$ cat src/rtl/regfile_pkg.sv
// Shared constants and types for the scoreboarded register file.
// No logic; compile before any file that imports it.
// Consumers: regfile_sb, regfile_scoreboard, and the bench.
package regfile_pkg;

    localparam int DATA_W_DEF    = 16;
    localparam int NREG_DEF      = 8;
    localparam int WATCH_IDX_DEF = 2;
    localparam int AW_DEF        = $clog2(NREG_DEF);

    // Register address for the default-sized file
    typedef logic [AW_DEF-1:0] reg_addr_t;

endpackage

$ cat src/rtl/regfile_scoreboard.sv
// Busy scoreboard: per-register write-in-flight flags, pending count, RAW/WAW stall.
// Latency: stall/busy_a/busy_b combinational; busy set visible one cycle after accept.
// Backpressure: stall asserted while a hazard exists; write-back never stalls. Optional: REGFILE_ZERO_REG_EN.
module regfile_scoreboard
    import regfile_pkg::*;
#(
    parameter int NREG = NREG_DEF,
    parameter int AW   = $clog2(NREG)
) (
    input  logic          clock,
    input  logic          reset,
    input  logic [AW-1:0] ra,
    input  logic [AW-1:0] rb,
    input  logic          wr_en,
    input  logic [AW-1:0] wr_addr,
    input  logic          iss_en,
    input  logic [AW-1:0] iss_addr,
    output logic          busy_a,
    output logic          busy_b,
    output logic          stall,
    output logic [AW:0]   pending
);

    localparam logic [AW:0] ONE = (AW+1)'(1);

    logic [NREG-1:0] busy;
    logic [NREG-1:0] busy_nxt;
    logic            hit_a;
    logic            hit_b;
    logic            hit_i;
    logic            accept;
    logic            set_ok;
    logic            inc;
    logic            dec;

    // Hazard detection, issue acceptance and next busy vector (set wins over clear)
    always_comb begin
        hit_a  = wr_en && (wr_addr == ra);
        hit_b  = wr_en && (wr_addr == rb);
        hit_i  = wr_en && (wr_addr == iss_addr);
        busy_a = busy[ra] && !hit_a;
        busy_b = busy[rb] && !hit_b;
        stall  = iss_en && (busy_a || busy_b || (busy[iss_addr] && !hit_i));
        accept = iss_en && !stall;
`ifdef REGFILE_ZERO_REG_EN
        // r0 is constant, so it never carries a write in flight
        set_ok = accept && (iss_addr != '0);
`else
        set_ok = accept;
`endif
        inc      = set_ok && !busy[iss_addr];
        dec      = wr_en && busy[wr_addr] && !(set_ok && (iss_addr == wr_addr));
        busy_nxt = busy;
        if (wr_en) begin
            busy_nxt[wr_addr] = 1'b0;
        end
        if (set_ok) begin
            busy_nxt[iss_addr] = 1'b1;
        end
    end

    // Busy flags and pending count; simultaneous inc and dec cancel
    always_ff @(posedge clock or negedge reset) begin
        if (!reset) begin
            busy    <= '0;
            pending <= '0;
        end else begin
            busy <= busy_nxt;
            if (inc && !dec) begin
                pending <= pending + ONE;
            end else if (dec && !inc) begin
                pending <= pending - ONE;
            end
        end
    end

endmodule

$ cat src/rtl/regfile_sb.sv
// Register file, 2 combinational bypassed read ports, 1 write-back port, busy scoreboard.
// Latency: reads 0 cycles (write-through bypass); array write visible next cycle.
// Backpressure: issue held off by stall on RAW/WAW; write-back always accepted. Optional: REGFILE_ZERO_REG_EN.
module regfile_sb
    import regfile_pkg::*;
#(
    parameter int DATA_W    = DATA_W_DEF,
    parameter int NREG      = NREG_DEF,
    parameter int AW        = $clog2(NREG),
    parameter int WATCH_IDX = WATCH_IDX_DEF
) (
    input  logic              clock,
    input  logic              reset,
    input  logic [AW-1:0]     ra,
    input  logic [AW-1:0]     rb,
    output logic [DATA_W-1:0] ar,
    output logic [DATA_W-1:0] br,
    input  logic              wr_en,
    input  logic [AW-1:0]     wr_addr,
    input  logic [DATA_W-1:0] wr_data,
    input  logic              iss_en,
    input  logic [AW-1:0]     iss_addr,
    output logic              busy_a,
    output logic              busy_b,
    output logic              stall,
    output logic [AW:0]       pending,
    output logic [DATA_W-1:0] reg_watch
);

    logic [DATA_W-1:0] r [NREG];
    logic              wr_ok;

    // Effective write enable; r0 writes are dropped when it is hardwired
    always_comb begin
        wr_ok = wr_en;
`ifdef REGFILE_ZERO_REG_EN
        if (wr_addr == '0) begin
            wr_ok = 1'b0;
        end
`endif
    end

    // Data array
    always_ff @(posedge clock or negedge reset) begin
        if (!reset) begin
            for (int i = 0; i < NREG; i++) begin
                r[i] <= '0;
            end
        end else if (wr_ok) begin
            r[wr_addr] <= wr_data;
        end
    end

    // Read ports with same-cycle write-through bypass
    always_comb begin
        ar        = (wr_ok && (wr_addr == ra)) ? wr_data : r[ra];
        br        = (wr_ok && (wr_addr == rb)) ? wr_data : r[rb];
        reg_watch = r[WATCH_IDX];
    end

    regfile_scoreboard #(
        .NREG (NREG),
        .AW   (AW)
    ) u_sb (
        .clock    (clock),
        .reset    (reset),
        .ra       (ra),
        .rb       (rb),
        .wr_en    (wr_en),
        .wr_addr  (wr_addr),
        .iss_en   (iss_en),
        .iss_addr (iss_addr),
        .busy_a   (busy_a),
        .busy_b   (busy_b),
        .stall    (stall),
        .pending  (pending)
    );

endmodule

$ cat config.mk
export PLATFORM = sky130hd
export DESIGN_NAME = regfile_sb
export DESIGN_NICKNAME = d
export VERILOG_FILES = /design/src/rtl/regfile_pkg.sv /design/src/rtl/regfile_scoreboard.sv /design/src/rtl/regfile_sb.sv
export SDC_FILE = /design/constraint.sdc
export NUM_CORES = 1
export LEC_CHECK = 0
export BUFFER_PORTS_ARGS = -buffer_cell sky130_fd_sc_hd__buf_4
export CAP_MARGIN = 30
export CORE_AREA = 2 2 147 149
export CTS_CLUSTER_DIAMETER = 50
export DETAILED_ROUTE_END_ITERATION = 7
export DIE_AREA = 0 0 149 151
export PLACE_DENSITY = 0.6
export SYNTH_ARGS = -nofsm -noshare
export SYNTH_HDL_FRONTEND = slang
export SYNTH_SLANG_ARGS = --single-unit
$ cat constraint.sdc
create_clock -name clock -period 5.6 [get_ports clock]
set_input_delay 1.12 -clock clock [delete_from_list [all_inputs] [get_ports clock]]
set_output_delay 1.12 -clock clock [all_outputs]
set_load 0.05 [all_outputs]
==> flow_summary.ini, run 1 <==
[run_status]
status = finished clean

[clocking]
cts_tree = yes
cts_resized = 0
clock_latency_ns = 0.42
clock-sinks = 140
clk_path_buf_depth = 2
postCtsHoldBufs = 0
cts_max_level = 4
clk_pin_slew_ns = 0.06
numCtsBuffers = 17
cts_root_buf = clkbuf_16
post_cts_buffers = 0

[synthesis]
synth_top_family_by_area = multiplexers
async_reset_ff_frac = 1.00
muxShareOfSynthArea = 0.407
synthFlopType = dfrtp_1
synth.distinct_cells = 39
yosysTopAreaCell = dfrtp_1
synth_nets = 632
ys_warn_count = 0
synth_edf_count = 0
syn-mean-instance-area_um2 = 13.8
yosysSeqAreaShare = 0.424
synth.ff_latch_count = 140
syn-cell-area_um2 = 8250
synth_top_area_share = 0.424
synth_xor_area_frac = 0.0138
synth_compound_area_frac = 0.0423
synthSimpleGateAreaFrac = 0.0478
synthAdderAreaFrac = 0.00697
syn_inst = 596
synth_area_leaders = dfrtp_1 42%, mux4_2 19%, mux2_2 17%

[timing]
rsz0062_at_grt = false
fin_crit_sh = 0.732
fmax_ghz = 0.244
setup_viol = 0
fin_skew_ns = 0.00379
finalHoldViolations = 0
tightest_slew_ns = 0.923
slew_viol_final = 0
timing.setup.tns_ns = 0
fin_crit_ns = 4.10
slew_headroom = 0.382

[hold_path]
min_to = u_sb.pending[3]
min_from = u_sb.pending[3]
hold_class = reg -> reg
hold_path_depth = 1

[floorplanning]
num_rows = 53
die_area_um2 = 22500
die_h_um = 151
io_pins = 87
die_w_um = 149
initial_core_util = 0.396
core_um2 = 20800

[critical_path]
rr_worst_depth = 12
cpPeakStageDelay_ns = 0.56
crit_slowest_cell = mux4_2
r2r-start = u_sb.busy[4]
worstPathCellList = buf_4, buf_4, mux4_2, mux2i_1, a21oi_1, buf_4
start_kind = input pin
path_class = in -> out
crit_fanout = 23
crit_top_cell = buf_4
startpoint = rb[0]
reg2reg_slack_ns = 2.65
endpoint_kind = output pin
cp.arrival_ns = 2.98
reg2reg_to = u_sb.pending[3]
cp_data_required_time_ns = 4.48

[placement]
gp_congestion = 0.786
dp_hpwl_mm = 12.6
port-buffer-count = 86

[grt]
grt_max_degree = 94
grt_first_pass_wirelength_mm = 32.0
antenna_found_initial = 0
grt_pass1_vias = 5633
overflow = 0
grtUsageTotal = 0.191

[layout]
finalCoreUtilization = 0.456
drive_gt1_frac = 0.520
fin_nets = 677
diodes = 0
areaGrowthSynthToFinish_pct = 15.1

[power_and_ir_drop]
p_sw_w = 0.00142
ir_drop_mv = 0.180
p_int_w = 0.00258
power_frac_comb = 0.358
p_per_area_nw_per_um2 = 421
clock_power_share = 0.281
p_leak_nw = 4.03
swShare = 0.354
pwr-share-seq = 0.361

[routing]
first_iter_violations = 285
wl_mm = 20.3
first_pass_iters = 4
via_count = 5262
drc = 0
wl_per_cell_um = 21.9
drtAntennaViolNets = 0
viasPerCell = 5.66

[job]
max_cap_violations = 0
-- synth_stat cells, drive strengths merged, types with 2 or more instances --
cell / number
nand4b: 4
nand2: 13
mux4: 68
o2111ai: 4
xnor2: 12
a21oi: 33
o22ai: 6
mux2i: 36
nor2: 36
nand3: 2
o21ai: 5
nor3: 3
o211ai: 3
mux2: 130
nand2b: 3
nand4: 4
dfrtp: 140
inv: 12
nor3b: 2
ha: 3
clkbuf: 11
buf: 60
-- metrics by stage --
| stage | hold slack (ns) | area, um2 | power (W) | cells | setup WS (ns) |
|---|---|---|---|---|---|
| 2_1_floorplan | 0.471 | 8250 | 0.00254 | 596 | 1.68 |
| 3_3_place_gp | 0.462 | 8890 | 0.00285 | 896 | 1.45 |
| 3_5_place_dp | 0.461 | 8910 | 0.00290 | 897 | 1.40 |
| 4_1_cts | 0.473 | 9500 | 0.00404 | 929 | 1.44 |
| 5_1_grt | 0.525 | 9500 | 0.00420 | 929 | 1.31 |
| 6_report | 0.470 | 9500 | 0.00400 | 929 | 1.50 |
-- critical path: cells and delay by family --
kind	cells	cell delay, ns
AO/OA/AOI/OAI	1	0.11
buffers and inverters	3	1.02
multiplexers	2	0.72
-- routing by layer --
layer	part of all wire	global-route usage	wire length (um)	up-vias
li1	-	-	-	2308
met1	0.43	0.246	8730	2814
met2	0.51	0.324	10300	117
met3	0.045	0.0404	918	23
met4	0.017	0.0619	347	0
met5	0	0	0	-
-- worst max path at each step --
stage	to	slack, ns	depth (start not counted)
after floorplan	stall	1.68	5
after global placement	u_sb.pending[3]	1.45	14
after detailed placement	u_sb.pending[3]	1.40	14
after CTS	br[8]	1.44	6
after global routing	ar[14]	1.31	6
final	br[8]	1.50	6
-- power by group through the flow --
stage	combinational [W]	clock, W	sequential (W)
final	0.00143	0.00112	0.00145
after global routing	0.00153	0.00119	0.00148
after CTS	0.00145	0.00115	0.00144
after detailed placement	0.00144	0	0.00146
after global placement	0.00142	0	0.00144
after floorplan	0.00109	0	0.00144
-- cells in the final DEF, fill, tap and decap left out, types with 5 or more instances in the layout --
master / Yosys / routed
dfrtp_1: 140 / 140
mux2_2: 128 / 128
buf_4: 34 / 95
mux4_2: 68 / 68
mux2i_1: 36 / 36
nor2_1: 36 / 36
a21oi_1: 33 / 33
clkbuf_16: 0 / 17
nand2_1: 13 / 13
xnor2_1: 12 / 12
inv_1: 11 / 11
o22ai_1: 5 / 5
clkinv_2: 0 / 5
-- flip-flops by register name, indices dropped and copies added, names as in the netlist --
name / cells
r: 112
u_sb.busy: 8
u_sb.pending: 4
reg_watch: 16
-- area by class of cell --
class | count | area, um2
clock buffer | 21 | 470
inverter | 12 | 45.0
sequential | 140 | 3500
timing repair buffer | 97 | 752
tap | 275 | 344
clock inverter | 11 | 118
fill | 1893 | 11300
multi-input combinational | 373 | 4270
-- cell families after synthesis --
group           Yosys count
buf+inv                  83
flops                   140
fa+ha+maj                 4
simple gates             68
xor+xnor                 13
mux                     234
compound gates           54
Power figures use the tool's default switching activity.
==> run 2, diff against run 1 <==
ABC_AREA = 1   (was default)
CORE_AREA = 2 2 148 150   (was 2 2 147 149)
DIE_AREA = 0 0 150 152   (was 0 0 149 151)
PLACE_DENSITY = 0.63   (was 0.6)
clock period = 3.3 ns   (was 5.6 ns; I/O delays follow)
==> flow_summary.ini, run 2 <==
[run_status]
status = finished clean

[floorplanning]
num_rows = 54
die_w_um = 150
core_um2 = 21400
die_h_um = 152
initial_core_util = 0.393
die_area_um2 = 22800
io_pins = 87

[placement]
gp_congestion = 0.927
dp_hpwl_mm = 16.6
port-buffer-count = 86
placedCellCount = 1434

[clocking]
cts_root_buf = clkbuf_16
clk_path_buf_depth = 2
post_cts_buffers = 0
clock-sinks = 140
postCtsHoldBufs = 0
clock_latency_ns = 0.43
clk_pin_slew_ns = 0.06
cts_resized = 0
cts_max_level = 4
cts_tree = yes
numCtsBuffers = 17

[layout]
multi_input_area_um2 = 3900
final_cells = 1466
layout_commonest_cell = nand2_1
diodes = 0
n_fill_cell = 2214
drive_gt1_frac = 0.127
finalCoreUtilization = 0.451
fin_nets = 1209
seqCellArea_um2 = 3500
final_cell_mix = 258 x nand2_1, 247 x o21ai_0, 140 x dfrtp_1, 105 x buf_4, 103 x inv_1
largest_reg_flops = 112
regMostFlops = r
areaGrowthSynthToFinish_pct = 14.9

[critical_path]
start_kind = input pin
cpLargestDelayFamily = buffers and inverters
cp.arrival_ns = 2.32
path_class = in -> out
cpPeakStageDelay_ns = 0.51
crit_slowest_cell = buf_4
cp_data_required_time_ns = 2.64
worstPathCellList = buf_4, buf_4, a21oi_1, o21ai_0, o21ai_0, o211ai_1, o21ai_0, buf_4
path_buf_inv = 3
crit_fanout = 67
endpoint_kind = output pin

[grt]
grt_pass1_vias = 7498
overflow = 0
grt_max_degree = 84
grtUsageTotal = 0.224
antenna_found_initial = 0
grt_first_pass_wirelength_mm = 40.2

[synthesis]
synthFlopType = dfrtp_1
synth_xor_area_frac = 0.00626
synth_area_leaders = dfrtp_1 42%, o21ai_0 15%, nand2_1 12%
synthSimpleGateAreaFrac = 0.196
synth_nets = 1186
synth_top_family_by_area = compound AO/OA/AOI/OAI gates
syn-mean-instance-area_um2 = 7.30
ys_warn_count = 0
synth_edf_count = 0
synthTopCellsByCount = 258 x nand2_1, 247 x o21ai_0, 140 x dfrtp_1, 103 x inv_1, 79 x nand3_1
yosysSeqAreaShare = 0.417
yosysTopAreaCell = dfrtp_1
async_reset_ff_frac = 1.00
synthAdderAreaFrac = 0.00686
post-synth-top-count-cell = nand2_1
synth.distinct_cells = 27
synth.ff_latch_count = 140
syn_inst = 1150
muxShareOfSynthArea = 0
synth_compound_area_frac = 0.255
syn-cell-area_um2 = 8390
synth_top_area_share = 0.417

[timing]
slew_headroom = 0.563
rsz0062_at_grt = false
fin_crit_sh = 0.902
tightest_slew_ns = 0.656
fmax_ghz = 0.336
timing.setup.tns_ns = 0
slew_viol_final = 0
fin_crit_ns = 2.98
setup_viol = 0
fin_skew_ns = 0.00334
finalHoldViolations = 0

[power_and_ir_drop]
power_w = 0.00626
p_per_area_nw_per_um2 = 649
p_leak_nw = 4.53
ir_drop_mv = 0.492

[routing]
wl_per_cell_um = 17.1
via_count = 7992
drtAntennaViolNets = 0
first_pass_iters = 5
first_iter_violations = 645
wl_mm = 25.1
viasPerCell = 5.45
drc = 0

[hold_path]
hold_class = in -> async

[job]
max_cap_violations = 0
## run 2: cell type report
type,count,share of cell area
Clock buffer,19,0.0449
Timing Repair Buffer,109,0.0892
Multi-Input combinational cell,798,0.405
Tap cell,280,0.0363
Sequential cell,140,0.363
Inverter,107,0.0419
Clock inverter,13,0.0196
## run 2: per-layer routing
metal  track usage  vias up  wire length, um
met2         0.357      295            11800
met4        0.0889        0              818
li1              -     3909                -
met5             0        -                0
met3        0.0393       55             1500
met1         0.300     3733            10900
## run 2: kinds of logic after synthesis
logic type,after synthesis
XOR/XNOR,6
buffers and inverters,212
AND/OR/NAND/NOR,394
flip-flops,140
adder cells (fa/ha/maj),4
AO/OA/AOI/OAI,394
## run 2: power by group
| part | switching, W | internal, W | total [W] |
|---|---|---|---|
| combinational | 0.00127 | 0.000605 | 0.00188 |
| sequential | 0.000260 | 0.00206 | 0.00232 |
| clock | 0.000786 | 0.00127 | 0.00206 |
## run 2: worst paths after layout
kind                              start               to  slack [ns]  cells past startpoint
setup / recovery                  ra[0]            ar[9]        0.32                      8
hold reg to reg                   r[76]            r[76]        0.48                      2
hold / removal                    reset             r[3]        0.15                      1
min in group clock           wr_data[6]             r[6]        0.45                      3
max in group asynchronous         reset            r[57]        2.35                      2
setup reg to reg           u_sb.busy[2]  u_sb.pending[3]        0.65                     18
## run 2: metrics by stage
| stage | worst slack [ns] | instance area, um2 | hold slack (ns) |
|---|---|---|---|
| after global routing | 0.150 | 9640 | 0.177 |
| final | 0.322 | 9640 | 0.155 |
| after CTS | 0.315 | 9640 | 0.163 |
| after detailed placement | 0.276 | 9020 | 0.473 |
| after floorplan | 0.214 | 8390 | 0.364 |
| after global placement | 0.306 | 9020 | 0.468 |
## run 2: worst register-to-register path, cell delays in order (launching register included)
cell	delay, ns
dfrtp_1	0.39
inv_1	0.11
o21ai_0	0.15
nand2_1	0.07
nand2_1	0.06
nand2_1	0.04
nand2_1	0.07
nand2_1	0.21
nand4_1	0.17
inv_1	0.05
ha_1	0.22
inv_1	0.12
ha_1	0.24
a21o_1	0.17
a21oi_1	0.15
nand2_1	0.07
nand2_1	0.06
nor2_1	0.04
xor2_1	0.13
==> run 3, diff against run 2 <==
CELL_PAD_IN_SITES_DETAIL_PLACEMENT = 1   (was default)
CELL_PAD_IN_SITES_GLOBAL_PLACEMENT = 1   (was default)
CORE_AREA = 2 2 123 185   (was 2 2 148 150)
DIE_AREA = 0 0 125 187   (was 0 0 150 152)
PLACE_DENSITY = 0.78   (was 0.63)
==> flow_summary.ini, run 3 (synthesis results as in run 2) <==
[power_and_ir_drop]
p_leak_nw = 4.52
ir_drop_mv = 0.368
p_per_area_nw_per_um2 = 639

[hold_path]
hold_class = in -> async

[layout]
largest_reg_flops = 112
final_cells = 1464
layout_commonest_cell = nand2_1
areaGrowthSynthToFinish_pct = 14.5
regMostFlops = r
final_cell_mix = 258 x nand2_1, 247 x o21ai_0, 140 x dfrtp_1, 107 x buf_4, 103 x inv_1
drive_gt1_frac = 0.130
finalCoreUtilization = 0.437
diodes = 0
design_area_um2 = 9610
fin_nets = 1212

[timing]
tightest_slew_ns = 0.731
fin_crit_sh = 0.887
rsz0062_at_grt = false
setup_viol = 0
fin_crit_ns = 2.93
slew_headroom = 0.513
timing.setup.tns_ns = 0
fmax_ghz = 0.341
fin_skew_ns = 0.00609
setup_ws_ns = 0.371
slew_viol_final = 0
finalHoldViolations = 0

[clocking]
clk_pin_slew_ns = 0.06
postCtsHoldBufs = 0
cts_resized = 0
clock-sinks = 140
cts_max_level = 4
cts_tree = yes
cts_root_buf = clkbuf_16
post_cts_buffers = 0
numCtsBuffers = 17
clk_path_buf_depth = 2
clock_latency_ns = 0.43

[critical_path]
endpoint_kind = output pin
startpoint = rb[0]
r2r-start = u_sb.busy[0]
path_class = in -> out
crit_fanout = 119
cp.arrival_ns = 2.27
start_kind = input pin
cp_data_required_time_ns = 2.64

[placement]
dp_hpwl_mm = 20.1
dp_worst_setup_slack_ns = 0.168
port-buffer-count = 86
gp_congestion = 0.898
placedCellCount = 1433
postPlaceCellArea_um2 = 9050

[routing]
wl_per_cell_um = 19.9
drc = 0
via_count = 8332
first_iter_violations = 600
wl_mm = 29.1
viasPerCell = 5.69
drtAntennaViolNets = 0
first_pass_iters = 5

[job]
max_cap_violations = 0

[grt]
antenna_found_initial = 0
grt_pass1_vias = 8500
grt_first_pass_wirelength_mm = 46.1
overflow = 0
grt_max_degree = 120
grtUsageTotal = 0.250

[floorplanning]
die_w_um = 125
core_um2 = 22000
io_pins = 87
die_h_um = 187
initial_core_util = 0.382
die_area_um2 = 23400
num_rows = 67

[run_status]
status = finished clean
run 3: cell count changes in the layout (fill, tap and decap cells not counted), sizes merged:
cell      previous run  this run
bufinv               4         1
clkinvlp             1         3
buf                109       112
clkbuf              19        20
inv                110       107
clkinv               5         7
run 3: critical path: stages:
cell and delay (ns):
buf_4 0.14, buf_12 0.39, a21oi_1 0.12, o21ai_0 0.10, o21ai_0 0.16, o211ai_1 0.18, o21ai_0 0.19, buf_4 0.25
run 3: power breakdown:
part           leakage (nW)  internal [W]  switching [W]
clock network         0.273       0.00109       0.000758
logic                  2.50      0.000614        0.00133
registers              1.75       0.00206       0.000292
run 3: path summary, 6_finish.rpt:
check | to | slack (ns) | cells past startpoint
worst max register to register | u_sb.pending[3] | 0.66 | 18
worst min-delay path | u_sb.pending[2] | 0.24 | 1
worst min register to register | u_sb.pending[3] | 0.48 | 1
worst max-delay path | br[8] | 0.37 | 8
max in group asynchronous | r[103] | 2.26 | 2
min in group clock | r[4] | 0.45 | 3
run 3: routing by layer:
| layer | wire length (um) | vias up | track usage | share of wire |
|---|---|---|---|---|
| met2 | 15400 | 233 | 0.458 | 0.53 |
| met4 | 1220 | 0 | 0.115 | 0.042 |
| met3 | 1030 | 74 | 0.0318 | 0.036 |
| met5 | 0 | - | 0 | 0 |
| li1 | - | 3907 | - | - |
| met1 | 11500 | 4118 | 0.286 | 0.39 |
run 3: cell type report:
type	instances	area [um2]
Clock buffer	20	467
Multi-Input combinational cell	798	3900
Timing Repair Buffer	112	895
Fill cell	2788	12400
Inverter	107	404
Tap cell	276	345
Sequential cell	140	3500
Clock inverter	11	95.1
run 3: through the flow:
step	hold WS, ns	power [W]
after global routing	0.286	0.00648
after CTS	0.279	0.00618
after detailed placement	0.473	0.00432
after floorplan	0.364	0.00370
final	0.239	0.00614
after global placement	0.461	0.00426
